File: src/rtl/bridge_pkg.sv
// Shared definitions for the CPU-to-memory bus bridge.
// Contents:
//   bridge_state_t   - bridge FSM state encoding
//   BRIDGE_TIMEOUT   - default number of REQ cycles allowed before abort
//   BRIDGE_FILL_BYTE - default byte returned to the core on a dead read (6502 NOP)
package bridge_pkg;

  typedef enum logic [1:0] {
    SETTLE = 2'd0,
    REQ    = 2'd1,
    STEP   = 2'd2
  } bridge_state_t;

  localparam int         BRIDGE_TIMEOUT   = 16;
  localparam logic [7:0] BRIDGE_FILL_BYTE = 8'hEA;

endpackage

File: src/rtl/bus_timeout_ctr.sv
// Cycle counter that bounds how long a memory request may stay outstanding.
// Ports:
//   clk     in   system clock
//   nrst    in   asynchronous active-low reset
//   clear   in   synchronous return to zero (takes priority over enable)
//   enable  in   count one cycle
//   expire  out  high while the count equals TIMEOUT_CYCLES-1
module bus_timeout_ctr #(
  parameter int TIMEOUT_CYCLES = 16
) (
  input  logic clk,
  input  logic nrst,
  input  logic clear,
  input  logic enable,
  output logic expire
);

  localparam int CtrW = (TIMEOUT_CYCLES > 2) ? $clog2(TIMEOUT_CYCLES) : 1;
  localparam logic [CtrW-1:0] LastCount = CtrW'(TIMEOUT_CYCLES - 1);

  logic [CtrW-1:0] countReg;

  always_ff @(posedge clk or negedge nrst) begin
    if (!nrst) begin
      countReg <= '0;
    end else if (clear) begin
      countReg <= '0;
    end else if (enable) begin
      countReg <= countReg + 1'b1;
    end
  end

  assign expire = (countReg == LastCount);

endmodule

File: src/rtl/mem_bus_bridge.sv
// Handshake bridge between the 6502-style core and external memory. Each core
// bus cycle is latched, run as one req/ack memory transaction, and followed by
// a single-cycle cpu_step that advances the core's flip-flops.
// Ports:
//   clk, nrst               clock, asynchronous active-low reset
//   cpu_addr/wdata/rnw/sync core bus outputs, stable between cpu_step pulses
//   cpu_step                one-cycle enable for the core's flip-flops
//   cpu_rdata               registered read data for the core
//   mem_req/we/addr/wdata   memory request (level, held until ack or timeout)
//   mem_ack, mem_rdata      memory completion pulse and read data
//   halt                    debug freeze, only honoured before a transaction starts
//   err_clr, bus_error      clear / sticky timeout flag (set wins over clear)
//   fetch_count             completed opcode-fetch cycles, wraps
module mem_bus_bridge
  import bridge_pkg::*;
#(
  parameter int         TIMEOUT_CYCLES = BRIDGE_TIMEOUT,
  parameter logic [7:0] FILL_BYTE      = BRIDGE_FILL_BYTE,
  parameter int         CNT_W          = 16
) (
  input  logic             clk,
  input  logic             nrst,
  input  logic [15:0]      cpu_addr,
  input  logic [7:0]       cpu_wdata,
  input  logic             cpu_rnw,
  input  logic             cpu_sync,
  output logic             cpu_step,
  output logic [7:0]       cpu_rdata,
  output logic             mem_req,
  output logic             mem_we,
  output logic [15:0]      mem_addr,
  output logic [7:0]       mem_wdata,
  input  logic             mem_ack,
  input  logic [7:0]       mem_rdata,
  input  logic             halt,
  input  logic             err_clr,
  output logic             bus_error,
  output logic [CNT_W-1:0] fetch_count
);

  bridge_state_t stateReg, stateNext;

  logic             memWeReg;
  logic [15:0]      memAddrReg;
  logic [7:0]       memWdataReg;
  logic             syncReg;
  logic [7:0]       rdataReg;
  logic             busErrorReg;
  logic [CNT_W-1:0] fetchCountReg;

  logic latchBus;
  logic ackTaken;
  logic timedOut;
  logic ctrClear;
  logic ctrEnable;
  logic ctrExpire;

  bus_timeout_ctr #(
    .TIMEOUT_CYCLES(TIMEOUT_CYCLES)
  ) uTimeout (
    .clk   (clk),
    .nrst  (nrst),
    .clear (ctrClear),
    .enable(ctrEnable),
    .expire(ctrExpire)
  );

  always_ff @(posedge clk or negedge nrst) begin
    if (!nrst) begin
      stateReg <= SETTLE;
    end else begin
      stateReg <= stateNext;
    end
  end

  always_comb begin
    stateNext = stateReg;
    latchBus  = 1'b0;
    ackTaken  = 1'b0;
    timedOut  = 1'b0;
    ctrClear  = 1'b0;
    ctrEnable = 1'b0;
    case (stateReg)
      SETTLE: begin
        // The counter is held at zero for every SETTLE cycle so a halted
        // bridge always starts its next request with a full budget.
        ctrClear = 1'b1;
        if (!halt) begin
          latchBus  = 1'b1;
          stateNext = REQ;
        end
      end
      REQ: begin
        if (mem_ack) begin
          ackTaken  = 1'b1;
          stateNext = STEP;
        end else if (ctrExpire) begin
          timedOut  = 1'b1;
          stateNext = STEP;
        end else begin
          ctrEnable = 1'b1;
        end
      end
      STEP: begin
        stateNext = SETTLE;
      end
      default: begin
        stateNext = SETTLE;
      end
    endcase
  end

  always_ff @(posedge clk or negedge nrst) begin
    if (!nrst) begin
      memWeReg      <= 1'b0;
      memAddrReg    <= '0;
      memWdataReg   <= '0;
      syncReg       <= 1'b0;
      rdataReg      <= '0;
      busErrorReg   <= 1'b0;
      fetchCountReg <= '0;
    end else begin
      if (latchBus) begin
        memWeReg    <= ~cpu_rnw;
        memAddrReg  <= cpu_addr;
        memWdataReg <= cpu_wdata;
        syncReg     <= cpu_sync;
      end

      // Writes leave the core's input latch untouched.
      if (ackTaken && !memWeReg) begin
        rdataReg <= mem_rdata;
      end else if (timedOut && !memWeReg) begin
        rdataReg <= FILL_BYTE;
      end

      if (timedOut) begin
        busErrorReg <= 1'b1;
      end else if (err_clr) begin
        busErrorReg <= 1'b0;
      end

      if ((stateReg == STEP) && syncReg) begin
        fetchCountReg <= fetchCountReg + 1'b1;
      end
    end
  end

  // Request and step are decoded straight from the state register: both are
  // glitch-free and the asynchronous reset drops them immediately.
  assign mem_req     = (stateReg == REQ);
  assign cpu_step    = (stateReg == STEP);
  assign mem_we      = memWeReg;
  assign mem_addr    = memAddrReg;
  assign mem_wdata   = memWdataReg;
  assign cpu_rdata   = rdataReg;
  assign bus_error   = busErrorReg;
  assign fetch_count = fetchCountReg;

endmodule
File: config.mk
export PLATFORM = sky130hd
export DESIGN_NAME = mem_bus_bridge
export DESIGN_NICKNAME = d
export VERILOG_FILES = /design/src/rtl/bridge_pkg.sv /design/src/rtl/bus_timeout_ctr.sv /design/src/rtl/mem_bus_bridge.sv
export SDC_FILE = /design/constraint.sdc
export NUM_CORES = 1
export LEC_CHECK = 0
export ABC_AREA = 1
export BUFFER_PORTS_ARGS = -buffer_cell sky130_fd_sc_hd__buf_2
export CAP_MARGIN = 20
export CORE_ASPECT_RATIO = 1.5
export CORE_MARGIN = 2
export CORE_UTILIZATION = 53
export CTS_CLUSTER_DIAMETER = 100
export DETAILED_ROUTE_END_ITERATION = 8
export PLACE_DENSITY = 0.84
export SETUP_SLACK_MARGIN = 0.5
export SLEW_MARGIN = 20
export SYNTH_ARGS = -nofsm -noshare
export SYNTH_HDL_FRONTEND = slang
export SYNTH_SLANG_ARGS = --single-unit
File: constraint.sdc
create_clock -name clk -period 3.9 [get_ports clk]
set_input_delay 0.78 -clock clk [delete_from_list [all_inputs] [get_ports clk]]
set_output_delay 0.78 -clock clk [all_outputs]
set_load 0.05 [all_outputs]
==> out/metrics.cfg, run 1 <==
[status]
outcome = finished clean

[cts]
cts_setup_buffers = 0
hold_buffers = 0
h-tree-depth = 3
clk_root_buffer_cell = clkbuf_8
cts_max_path_buffers = 2
path_clk_slew_ps = 60
clk_latency_ps = 320
cts_tree = built
cts_resized = 0
numClockSinks = 57
numCtsBuffers = 9

[synthesis]
seq_area_frac_synth_pct = 54.9
ys_types = 20
synth_seq_cells = 57
ys_warn_count = 0
avgSynthCellArea_sq_um = 9.25
synthCells = 281
synth_area_sq_mm = 0.00260
syn_nets = 322

[place]
port_buffers = 90
post-place-ws_ps = 1860
dp_hpwl_mm = 3.92
gp_congestion = 0.828

[die]
die_h_microns = 89.8
num_rows = 31
die_x_microns = 61.2
core_area_sq_mm = 0.00477
die-area_sq_mm = 0.00549
ios = 91
start_util_pct = 54.5

[layout]
utilization_pct = 68.2
drive_gt1_share_pct = 35.8
final_net_count = 419
syn_to_final_growth_pct = 25.2
n_antenna_cell = 0

[hold_path]
hold_class = input port to async pin

[global_route]
grt_pass1_wl_mm = 8.59
grt_pass1_vias = 2042
grt_max_degree = 55
grt_antenna_before_repair = 0
overflow = 0
grt_usage_pct = 20.3

[drt]
route.detailed.wl_per_inst_microns = 11.3
via_per_inst = 4.75
num_vias = 2131
drt_first_iter_violations = 76
antenna_left = 0
drcViolationCount = 0
routed_wl_mm = 5.09
dr.pass1.iters = 4

[flow_run]
drv_cap = 0

[timing]
worstMarginPinSlew_ps = 663
setup_viol = 0
tns_ps = 0
hold_violations = 0
clock.fmax_mhz = 474
relSlewSlack_pct = 55.8
finClkSkew_ps = 6.47
grt_setup_unrepaired = no
drv_slew = 0
finalCritPeriodShare_pct = 54.1
period_needed_ps = 2110
layout_setup_ws_ps = 1790

[worst_setup_path]
path_delay_family = buffers and inverters
cp-end-kind = output port
start_kind = flop
path_buf_inv = 3
critPathKind = flop to output port
worst_ep_required_time_ps = 3120
slowest_delay_ps = 410
crit_path_max_fanout = 4
r2r-start = stateReg[1]
path_cells = inv_1 -> nand2_1 -> inv_1 -> buf_2
crit_start = stateReg[1]
cp_slowest_cell = dfrtp_1
crit_top_cell = inv_1
arrival_ps = 1330

[power]
p_leak_nw = 1.86
power-per-cell-area_mw_per_mm2 = 818
vdd_drop_max_mv = 0.495

## worst paths after layout
kind | cells after the start | slack, ps | end
min in group clk | 2 | 480 | mem_wdata[3]
max in group asynchronous | 2 | 2820 | cpu_rdata[4]
worst max-delay path | 4 | 1790 | mem_req
worst min-delay path | 1 | 250 | fetch_count[2]
worst min register to register | 2 | 480 | mem_wdata[3]
worst max register to register | 6 | 2080 | mem_addr[2]
## cell usage after synthesis
cell type | instances | area [sq um]
a21oi_1 | 6 | 30.0
buf_6 | 6 | 67.6
dfrtp_1 | 57 | 1430
ha_1 | 2 | 25.0
inv_1 | 55 | 206
inv_2 | 1 | 3.75
nand2_1 | 63 | 236
nand3_1 | 15 | 75.1
nand3_2 | 1 | 10.0
nand4_1 | 8 | 50.1
nor2_1 | 18 | 67.6
nor2_2 | 1 | 6.26
nor2_4 | 1 | 11.3
nor3_1 | 4 | 20.0
o21ai_0 | 3 | 15.0
o21ai_2 | 26 | 228
o32ai_1 | 1 | 8.76
or2_1 | 1 | 6.26
xnor2_1 | 5 | 43.8
xor2_1 | 7 | 61.3
## layout by cell type (no fill, tap or decap), drive strengths merged
master  count
buf        92
nor3        4
xor2        7
o21ai      29
o32ai       1
nand4       8
a21oi       6
inv        56
nand3      16
clkinv      3
clkbuf     13
nand2      63
xnor2       5
or2         1
nor2       20
dfrtp      57
ha          2
## where the power goes
group	total [mW]	switching (mW)	leakage, nW	internal, mW
Clock	0.473	0.211	0.0932	0.262
Sequential	0.913	0.128	0.725	0.785
Combinational	1.28	0.981	1.04	0.294
Total	2.66	1.32	1.86	1.34
## per-stage QoR
step / instance area (sq um) / power (mW) / hold WS, ps / cells
global placement: 3080 / 2.18 / 464 / 433
CTS: 3250 / 2.69 / 234 / 449
finish: 3250 / 2.66 / 250 / 449
global route: 3250 / 2.82 / 240 / 449
detailed placement: 3080 / 2.21 / 468 / 433
floorplan: 2600 / 1.94 / 484 / 281
## worst register-to-register path, cell delays in order (launching register included)
cell,delay [ps]
dfrtp_1,410
nor2_2,190
inv_2,70
or2_2,510
buf_4,340
nand2_1,120
o21ai_2,60
## cell type report
| cell class | count | area, sq um |
|---|---|---|
| multi-input combinational | 162 | 895 |
| clock inverter | 3 | 15.0 |
| fill | 415 | 1520 |
| inverter | 56 | 210 |
| sequential | 57 | 1430 |
| timing repair buffer | 92 | 465 |
| tap | 66 | 82.6 |
| clock buffer | 13 | 159 |
## cell families (layout without fill, tap and decap cells)
logic type	count (synthesis)	count (layout)	share of synthesized area (%)
and+or+nand+nor	112	112	18.6
buffers and inverters	62	164	10.7
DFF	57	57	54.9
AOI/OAI and AO/OA	36	36	10.8
xor gates and xnor gates	12	12	4.04
adders and majority gates	2	2	0.963
## metal layers
layer | vias to the layer above | wire, microns | GRT usage [%]
li1 | 1064 | - | -
met4 | 0 | 109 | 9.24
met1 | 981 | 2040 | 24.2
met2 | 77 | 2580 | 32.4
met3 | 9 | 360 | 6.47
met5 | - | 0 | 0
## registers in the layout (all words and copies together) (netlist names)
register and cells:
syncReg 1, uTimeout.countReg 4, mem_we 1, mem_wdata 8, cpu_rdata 8, stateReg 2, mem_addr 16, bus_error 1
fetch_count 16
Power figures use the tool's default switching activity.
==> run 2: changes to the inputs <==
ABC_AREA = 0   (was 1)
CORE_UTILIZATION = 48   (was 53)
PLACE_DENSITY = 0.78   (was 0.84)
clock period = 2 ns   (was 3.9 ns; I/O delays follow)
==> out/metrics.cfg, run 2 <==
[power]
p_sw_share_pct = 43.9  ; was 49.6%
power_frac_clock_pct = 20.9  ; was 17.8%
p_total_mw = 5.47  ; was 2.66 mW
pwr-share-comb_pct = 46.6  ; was 47.9%
vdd_drop_max_mv = 0.899  ; was 0.495 mV
power-per-cell-area_mw_per_mm2 = 1580  ; was 818 mW/mm^2
power_frac_seq_pct = 32.4  ; was 34.3%
p_int_mw = 3.07  ; was 1.34 mW
switching_power_mw = 2.40  ; was 1.32 mW
p_leak_nw = 1.77  ; was 1.86 nW

[cts]
numClockSinks = 57  ; unchanged
clk_latency_ps = 330  ; was 320 ps
h-tree-depth = 3  ; unchanged
numCtsBuffers = 9  ; unchanged
hold_buffers = 0  ; unchanged
cts_max_path_buffers = 2  ; unchanged
cts_tree = built  ; unchanged
clk_root_buffer_cell = clkbuf_8  ; unchanged
path_clk_slew_ps = 60  ; about the same

[synthesis]
ys_warn_count = 0  ; unchanged
seq_area_frac_synth_pct = 59.2  ; was 54.9%
synth_edf_count = 0  ; unchanged
synth_common_cells = 57 x dfrtp_1, 26 x mux2_2, 22 x nor2_1  ; was 63 x nand2_1, 57 x dfrtp_1, 55 x inv_1
synth_area_sq_mm = 0.00241  ; was 0.00260 sq mm
synth_area_leaders = dfrtp_1 59%, mux2_2 12%, xnor2_1 4.0%, nor2_1 3.4%, nand2_1 2.2%  ; was dfrtp_1 55%, nand2_1 9.1%, o21ai_2 8.8%, inv_1 7.9%, nand3_1 2.9%
avgSynthCellArea_sq_um = 13.0  ; was 9.25 sq um
ys_types = 30  ; was 20
synthCells = 185  ; was 281
synth_top_area_share_pct = 59.2  ; was 54.9%
synth_seq_cells = 57  ; unchanged
yosys_most_used_dff = dfrtp_1  ; unchanged
synth-async-reset-ratio_pct = 100  ; unchanged
syn_nets = 226  ; was 322
synth_top_area_cell = dfrtp_1  ; unchanged
synth.most_common_cell = dfrtp_1  ; was nand2_1

[place]
gp_congestion = 0.759  ; was 0.828
post-place-ws_ps = 399  ; was 1860 ps
placed_cells = 338  ; was 433
port_buffers = 90  ; unchanged
post_dp_cell_area_sq_mm = 0.00297  ; was 0.00308 sq mm
dp_hpwl_mm = 3.42  ; was 3.92 mm

[status]
outcome = finished clean  ; unchanged

[timing]
tns_ps = 0  ; unchanged
hold_violations = 0  ; unchanged
clock.fmax_mhz = 655
grt_setup_unrepaired = yes  ; was no
drv_slew = 0  ; unchanged
setup_viol = 0  ; unchanged
worstMarginPinSlew_ps = 543  ; was 663 ps
finClkSkew_ps = 9.84  ; was 6.47 ps
period_needed_ps = 1530
relSlewSlack_pct = 63.8  ; was 55.8%
layout_setup_ws_ps = 474  ; was 1790 ps
finalCritPeriodShare_pct = 76.3

[worst_setup_path]
crit_top_cell = buf_6  ; was inv_1
cp-end-kind = flop  ; was output port
critPathKind = flop to flop  ; was flop to output port
worst_ep_required_time_ps = 2210  ; was 3120 ps
path_buf_inv = 3  ; unchanged
slowest_delay_ps = 440  ; was 410 ps
arrival_ps = 1740  ; was 1330 ps
cp_slowest_cell = dfrtp_2  ; was dfrtp_1
path_delay_family = buffers and inverters  ; unchanged
crit_path_max_fanout = 6  ; was 4
path_cells = buf_12 -> nor3_4 -> buf_6 -> buf_6 -> mux2_2  ; was inv_1 -> nand2_1 -> inv_1 -> buf_2
start_kind = flop  ; unchanged

[hold_path]
hold_class = input port to async pin  ; unchanged

[layout]
final_net_count = 338  ; was 419
mostFrequentLayoutCells = 86 x buf_2, 45 x dfrtp_1, 19 x nor2_1  ; was 90 x buf_2, 63 x nand2_1, 57 x dfrtp_1
stdcell_area_sq_mm = 0.00347  ; was 0.00325 sq mm
drive_gt1_share_pct = 59.6  ; was 35.8%
syn_to_final_growth_pct = 43.9  ; was 25.2%
instances_no_fill = 368  ; was 449
n_fill_cell = 359  ; was 415
n_antenna_cell = 0  ; unchanged
layout_commonest_cell = buf_2  ; unchanged

[drt]
routed_wl_mm = 5.37  ; was 5.09 mm
drt_first_iter_violations = 73  ; was 76
route.detailed.wl_per_inst_microns = 14.6  ; was 11.3 microns
antenna_left = 0  ; unchanged
via_per_inst = 4.89  ; was 4.75
num_vias = 1801  ; was 2,131
drcViolationCount = 0  ; unchanged
dr.pass1.iters = 4  ; unchanged

[global_route]
grt_antenna_before_repair = 0  ; unchanged
grt_pass1_wl_mm = 8.04  ; was 8.59 mm
grt_pass1_vias = 1797  ; was 2,042
overflow = 0  ; unchanged
grt_max_degree = 36  ; was 55
grt_usage_pct = 19.6  ; was 20.3%

[die]
die-area_sq_mm = 0.00562  ; was 0.00549 sq mm
die_x_microns = 61.9  ; was 61.2 microns
ios = 91  ; unchanged
num_rows = 31  ; unchanged
core_area_sq_mm = 0.00485  ; was 0.00477 sq mm
die_h_microns = 90.8  ; was 89.8 microns
start_util_pct = 49.7  ; was 54.5%

[flow_run]
drv_cap = 0  ; unchanged

## run 2: cell types whose count changed after synthesis, moves of 3 or more
cell and delta:
xnor2_1 +6, o21ai_2 -26, inv_1 -52, nor3_1 -4, nand2_1 -49, nand4_1 -6
nor2_1 +4, nand3b_1 +3, nand3_1 -10, mux2_2 +26
## run 2: final timing paths
kind                                 start         endpoint  slack, ps  cells past startpoint
max                            stateReg[0]     mem_wdata[2]        470                      5
min                                   nrst     cpu_rdata[1]         50                      1
max reg2reg                    stateReg[0]     mem_wdata[2]        470                      5
min reg2reg                fetch_count[15]  fetch_count[15]        470                      1
max in group asynchronous             nrst   fetch_count[6]       1360                      2
min in group clk                   cpu_rnw           mem_we        250                      2
## run 2: metal layers
metal | track usage, % | wire [microns] | share of wire, %
met5 | 0 | 0 | 0
met4 | 8.87 | 123 | 2.3
met3 | 8.45 | 298 | 5.5
met2 | 31.5 | 2910 | 54
met1 | 21.5 | 2040 | 38
## run 2: kinds of logic (layout without fill, tap and decap cells)
| kind of cell | Yosys count | in the layout | share of synthesized area (%) |
|---|---|---|---|
| flops | 57 | 57 | 59.2 |
| buf+inv | 8 | 125 | 2.54 |
| xor+xnor | 17 | 17 | 6.18 |
| simple gates | 61 | 61 | 15.7 |
| mux | 27 | 27 | 12.6 |
| fa+ha+maj | 2 | 2 | 1.04 |
| compound gates | 13 | 13 | 2.80 |
## run 2: cell type report
class | count | area [sq um] | area share, %
clock buffer | 14 | 183 | 5.27
multi-input combinational | 120 | 1040 | 30.1
timing repair buffer | 106 | 672 | 19.4
tap | 66 | 82.6 | 2.38
clock inverter | 2 | 35.0 | 1.01
inverter | 3 | 11.3 | 0.325
sequential | 57 | 1440 | 41.5
## run 2: power by group through the flow
stage	Combinational (mW)	Clock (mW)	Sequential [mW]
6_report	2.55	1.15	1.78
4_1_cts	2.33	1.17	1.76
3_3_place_gp	2.20	0	1.78
3_5_place_dp	2.24	0	1.79
5_1_grt	2.68	1.22	1.83
2_1_floorplan	0.594	0	2.92
## run 2: metrics by stage
| step | hold WS, ps | utilization (%) |
|---|---|---|
| floorplan | 104 | - |
| global placement | 412 | 61.2 |
| detailed placement | 419 | 61.2 |
| CTS | 60.3 | 67.3 |
| global route | 78.5 | 71.6 |
| finish | 51.2 | 71.6 |
## run 2: timing repair
item | CTS | global route
pin swaps | 2 | 4
endpoints found under the setup margin | 37 | 39
resized for setup | 7 | 33
cloned | 0 | 3
buffers inserted | 6 | 5
hold endpoints to repair | 0 | 0
